<file path="src/rtl/ask4_slicer.sv">
// 4-level ASK symbol slicer: picks one sample per symbol, estimates the decision
// threshold from the mean magnitude, slices to Gray codes and tracks decision error.
module ask4_slicer #(
    parameter int SPS    = 4,
    parameter int LOG2_N = 7
) (
    input  logic                      clk,
    input  logic                      reset,
    input  logic signed [17:0]        x_in,
    input  logic [$clog2(SPS)-1:0]    phase,
    output logic [1:0]                sym_out,
    output logic                      sym_valid,
    output logic [17:0]               ref_level,
    output logic [25:0]               err_sum,
    output logic                      win_done,
    output logic                      locked
);

    localparam int PW    = $clog2(SPS);
    localparam int ACC_W = 17 + LOG2_N;

    typedef enum logic {
        ACQ   = 1'b0,
        TRACK = 1'b1
    } state_t;

    state_t state, state_next;

    logic [PW-1:0]     cnt;
    logic [LOG2_N-1:0] sym_cnt;
    logic [ACC_W-1:0]  abs_acc;
    logic [25:0]       err_acc;

    logic              strobe;
    logic              win_end;
    logic [17:0]       neg_x;
    logic [16:0]       abs_s;
    logic [ACC_W-1:0]  abs_sum;
    logic [16:0]       ref_new;
    logic [16:0]       ref_cur;
    logic [16:0]       half;
    logic [17:0]       three_half;
    logic signed [18:0] s19;
    logic signed [18:0] ref19;
    logic [1:0]        dec;
    logic signed [19:0] ideal;
    logic signed [19:0] diff;
    logic [19:0]       err_abs;
    logic [26:0]       err_ext;
    logic [25:0]       err_sat;

    // The strobe follows phase combinationally, so a phase change lands on the
    // next compare even if that gives 0 or 2 strobes in one symbol period.
    assign strobe  = (cnt == phase);
    assign win_end = strobe && (&sym_cnt);

    // |s| saturates the single unrepresentable case -131072 to 131071.
    assign neg_x   = -x_in;
    assign abs_s   = x_in[17] ? (neg_x[17] ? 17'h1FFFF : neg_x[16:0]) : x_in[16:0];
    assign abs_sum = abs_acc + {{(ACC_W-17){1'b0}}, abs_s};
    assign ref_new = abs_sum[ACC_W-1:LOG2_N];

    assign ref_cur    = ref_level[16:0];
    assign half       = {1'b0, ref_cur[16:1]};
    assign three_half = {1'b0, ref_cur} + {1'b0, half};

    assign s19   = {x_in[17], x_in};
    assign ref19 = {2'b00, ref_cur};

    always_comb begin
        dec = 2'b00;
        if (s19 >= ref19)
            dec = 2'b10;
        else if (s19 >= 19'sd0)
            dec = 2'b11;
        else if (s19 >= -ref19)
            dec = 2'b01;
        else
            dec = 2'b00;
    end

    always_comb begin
        ideal = -{2'b00, three_half};
        case (dec)
            2'b10:   ideal = {2'b00, three_half};
            2'b11:   ideal = {3'b000, half};
            2'b01:   ideal = -{3'b000, half};
            default: ideal = -{2'b00, three_half};
        endcase
    end

    assign diff    = {x_in[17], x_in[17], x_in} - ideal;
    assign err_abs = diff[19] ? -diff : diff;
    assign err_ext = {1'b0, err_acc} + {7'b0, err_abs};
    assign err_sat = err_ext[26] ? {26{1'b1}} : err_ext[25:0];

    always_ff @(posedge clk) begin
        if (reset)
            state <= ACQ;
        else
            state <= state_next;
    end

    always_comb begin
        state_next = state;
        if (win_end) begin
            case (state)
                ACQ:     if (ref_new != 17'd0) state_next = TRACK;
                TRACK:   if (ref_new == 17'd0) state_next = ACQ;
                default: state_next = ACQ;
            endcase
        end
    end

    assign locked = (state == TRACK);

    always_ff @(posedge clk) begin
        if (reset) begin
            cnt       <= '0;
            sym_cnt   <= '0;
            abs_acc   <= '0;
            err_acc   <= '0;
            sym_out   <= 2'b00;
            sym_valid <= 1'b0;
            ref_level <= '0;
            err_sum   <= '0;
            win_done  <= 1'b0;
        end else begin
            cnt       <= cnt + PW'(1);
            sym_valid <= 1'b0;
            win_done  <= 1'b0;
            if (strobe) begin
                sym_cnt <= sym_cnt + LOG2_N'(1);
                // Decisions use the threshold from the previous window, including
                // the window's final symbol.
                if (state == TRACK) begin
                    sym_out   <= dec;
                    sym_valid <= 1'b1;
                end
                if (win_end) begin
                    abs_acc   <= '0;
                    err_acc   <= '0;
                    ref_level <= {1'b0, ref_new};
                    err_sum   <= (state == TRACK) ? err_sat : 26'd0;
                    win_done  <= 1'b1;
                end else begin
                    abs_acc <= abs_sum;
                    if (state == TRACK)
                        err_acc <= err_sat;
                end
            end
        end
    end

endmodule
</file>
<file path="config.mk">
export PLATFORM = sky130hd
export DESIGN_NAME = ask4_slicer
export DESIGN_NICKNAME = d
export VERILOG_FILES = /design/src/rtl/ask4_slicer.sv
export SDC_FILE = /design/constraint.sdc
export NUM_CORES = 1
export LEC_CHECK = 0
export BUFFER_PORTS_ARGS = -buffer_cell sky130_fd_sc_hd__clkbuf_2
export CAP_MARGIN = 5
export CELL_PAD_IN_SITES_DETAIL_PLACEMENT = 0
export CELL_PAD_IN_SITES_GLOBAL_PLACEMENT = 1
export CORE_MARGIN = 2
export CORE_UTILIZATION = 47
export DETAILED_ROUTE_END_ITERATION = 10
export GPL_ROUTABILITY_DRIVEN = 0
export PLACE_DENSITY = 0.94
export SYNTH_ARGS = -nofsm -noshare
export SYNTH_HDL_FRONTEND = slang
export SYNTH_SLANG_ARGS = --single-unit
</file>
<file path="constraint.sdc">
create_clock -name clk -period 12.35 [get_ports clk]
set_input_delay 0.6175 -clock clk [delete_from_list [all_inputs] [get_ports clk]]
set_output_delay 0.6175 -clock clk [all_outputs]
set_load 0.02 [all_outputs]
</file>
==> impl_metrics.yaml <==
final_layout:
  nets: 1721
  utilization_pct: 51.5
  layout_commonest_cell: "nor2_1"
  area_delta_synth_final_pct: 8.00
  fillerInstances: 2370
  drive_gt1_share_pct: 8.91
  layout_common_cells: "169 x nor2_1, 166 x nand2_1, 129 x ha_1"
  antenna_cells: 0
synth:
  syn_inst: 1535
  yosys_warnings: 0
  synth_area_mm2: 0.0115
  synth_edf_count: 0
  synth-seq-cells: 107
  ys_types: 93
  syn_nets: 1690
  syn_avg_cell_area_um2: 7.51
  async_flop_share_pct: 0
  ys_seq_area_share_pct: 18.6
  yosys_most_used_dff: "dfxtp_1"
floorplanning:
  die_x_um: 161
  start_util_pct: 47.7
  die_h_um: 161
  rows: 57
  core_mm2: 0.0242
  die_area_mm2: 0.0258
  ioPinCount: 71
timing:
  finalMaxSlewViolations: 0
  rsz0062_at_grt: "no"
  fin_setup_tns_ps: 0
  clock_skew_ps: 12.4
  slew_headroom_pct: 43.4
  max_freq_mhz: 101
  hold_viol_final: 0
  worstMarginPinSlew_ps: 846
  min_period_ps: 9910
  whs_ps: 441
  post-route-period-util_pct: 80.2
  setup_viol: 0
grt:
  antenna_found_initial: 0
  grt_use_met1_pct: 35.7
  busiest_layer: "met2"
  grt_pass1_vias: 10445
  groute.layer.met3.usage_pct: 4.62
  use_met2_pct: 40.8
  grt_start_max_net_pins: 58
  overflow: 0
  grt_usage_pct: 25.6
  grt_pass1_wl_mm: 54.2
setup_path:
  crit_path_end_kind: "register"
  cp_max_fo: 19
  arrival_ps: 10180
  crit_path_end: "err_sum[21]"
  reg2reg_to: "err_sum[21]"
  critical_path.slowest_cell: "a2111oi_0"
  cpMostUsedCell: "ha_1"
  worstSetupStartpointType: "register"
  reg2reg_slack_ps: 2440
  worstSetupStartpoint: "ref_level[1]"
  rr_startpoint: "ref_level[1]"
  crit_required_ps: 12620
  max_stage_delay_ps: 790
  crit_type: "reg -> reg"
  ff2ff_path_depth: 36
route:
  firstDrtPassIters: 6
  route.detailed.drc: 0
  wire_per_inst_um: 17.9
  vias_per_cell: 6.12
  drt_iter0_drc: 931
  num_vias: 11596
  routed_wirelength_mm: 33.9
  drtAntennaViolNets: 0
clocking:
  cts_setup_buffers: 0
  cts_buffers: 9
  clock_path_buffers: 2
  cts_tree: "yes"
  holdBufCountCts: 0
  clkTransAtPathRegs_ps: 80
  h-tree-depth: 3
  cts_root_buf: "clkbuf_16"
  insertion_delay_ps: 360
  ctsResizeCount: 0
  cts.sinks: 107
power:
  power_frac_seq_pct: 32.9
  p_sw_share_pct: 37.4
  p_switching_w: 0.000409
  ir_drop_mv: 0.0571
  clkPwrFrac_pct: 28.6
  p_leak_nw: 5.18
  comb_power_share_pct: 38.5
  power.total_w: 0.00109
  power_density_mw_per_mm2: 87.9
  internal_power_w: 0.000685
min_path:
  min_from: "err_sum[17]"
  hold_class: "reg -> reg"
run_status:
  status: "finished clean"
placed_design:
  hpwl_mm: 26.2
  port_buffers: 69
run:
  drv_cap: 0
worst min path at each step:
stage,endpoint,slack [ps],cells after the start
6_report,err_sum[17],440,2
5_1_grt,cnt[0],480,1
4_1_cts,err_sum[17],440,2
3_3_place_gp,err_sum[17],430,2
2_1_floorplan,abs_acc[0],440,2
3_5_place_dp,err_sum[17],430,2
per-stage QoR:
stage | worst slack (ps) | instance area [um2] | std cells
3_5_place_dp | 2640 | 12100 | 1879
2_1_floorplan | 3590 | 11500 | 1535
6_report | 2440 | 12400 | 1895
5_1_grt | 1830 | 12400 | 1895
3_3_place_gp | 2930 | 12100 | 1879
4_1_cts | 2570 | 12400 | 1895
area by class of cell:
| cell class | count | area (um2) | area share (%) |
|---|---|---|---|
| clock inverter | 6 | 91.3 | 0.734 |
| sequential | 107 | 2140 | 17.2 |
| inverter | 52 | 195 | 1.57 |
| timing repair buffer | 81 | 435 | 3.50 |
| clock buffer | 10 | 239 | 1.92 |
| multi-input combinational | 1315 | 8940 | 71.8 |
| tap | 324 | 405 | 3.26 |
power by group through the flow:
stage               logic, W  registers (W)  clock network [W]
floorplan           0.000319       0.000366                  0
global route        0.000466       0.000361           0.000332
global placement    0.000406       0.000368                  0
detailed placement  0.000411       0.000368                  0
CTS                 0.000415       0.000360           0.000322
finish              0.000421       0.000360           0.000313
cell usage after synthesis (all sizes together) (19+ instances only):
library cell	count	share of area, %
a211oi	36	2.4
inv	51	1.7
nor2	170	5.5
xnor2	72	5.5
ha	129	14
a21o	34	2.2
nand4	19	1.0
nor3	38	1.7
nand2	166	5.4
o21a	22	1.4
a21oi	103	4.5
or3	23	1.3
nand3	43	1.9
clkbuf	49	1.6
o21ai	111	4.9
xor2	39	3.0
dfxtp	107	19
mux2i	20	1.7
layer usage:
layer,up-vias,routed length (um)
met5,-,0
met4,0,775
met3,59,2260
met2,378,15100
met1,5463,15700
li1,5696,-
worst max-delay path, delay by kind of cell, from the launching register on:
family	cells	cell delay, ps
AOI/OAI and AO/OA	18	5290
and+or+nand+nor	10	2160
adders and majority gates	4	1180
buffers and inverters	2	470
DFF	1	450
muxes	1	160
xor gates and xnor gates	1	90
state kept, by name, indices dropped and copies added (netlist names):
register and cells:
err_acc 26, err_sum 26, abs_acc 24, ref_level 17, sym_cnt 7, cnt 2, sym_out 2, locked 1
sym_valid 1, win_done 1
kinds of logic after synthesis:
logic type,Yosys count,synth area share [%]
mux,23,2.06
xor+xnor,111,8.50
compound gates,463,27.1
buf+inv,113,3.95
other cells,1,0.0325
flops,107,18.6
fa+ha+maj,133,14.7
simple gates,584,25.0
No activity file was read; power rests on OpenSTA's default activity.
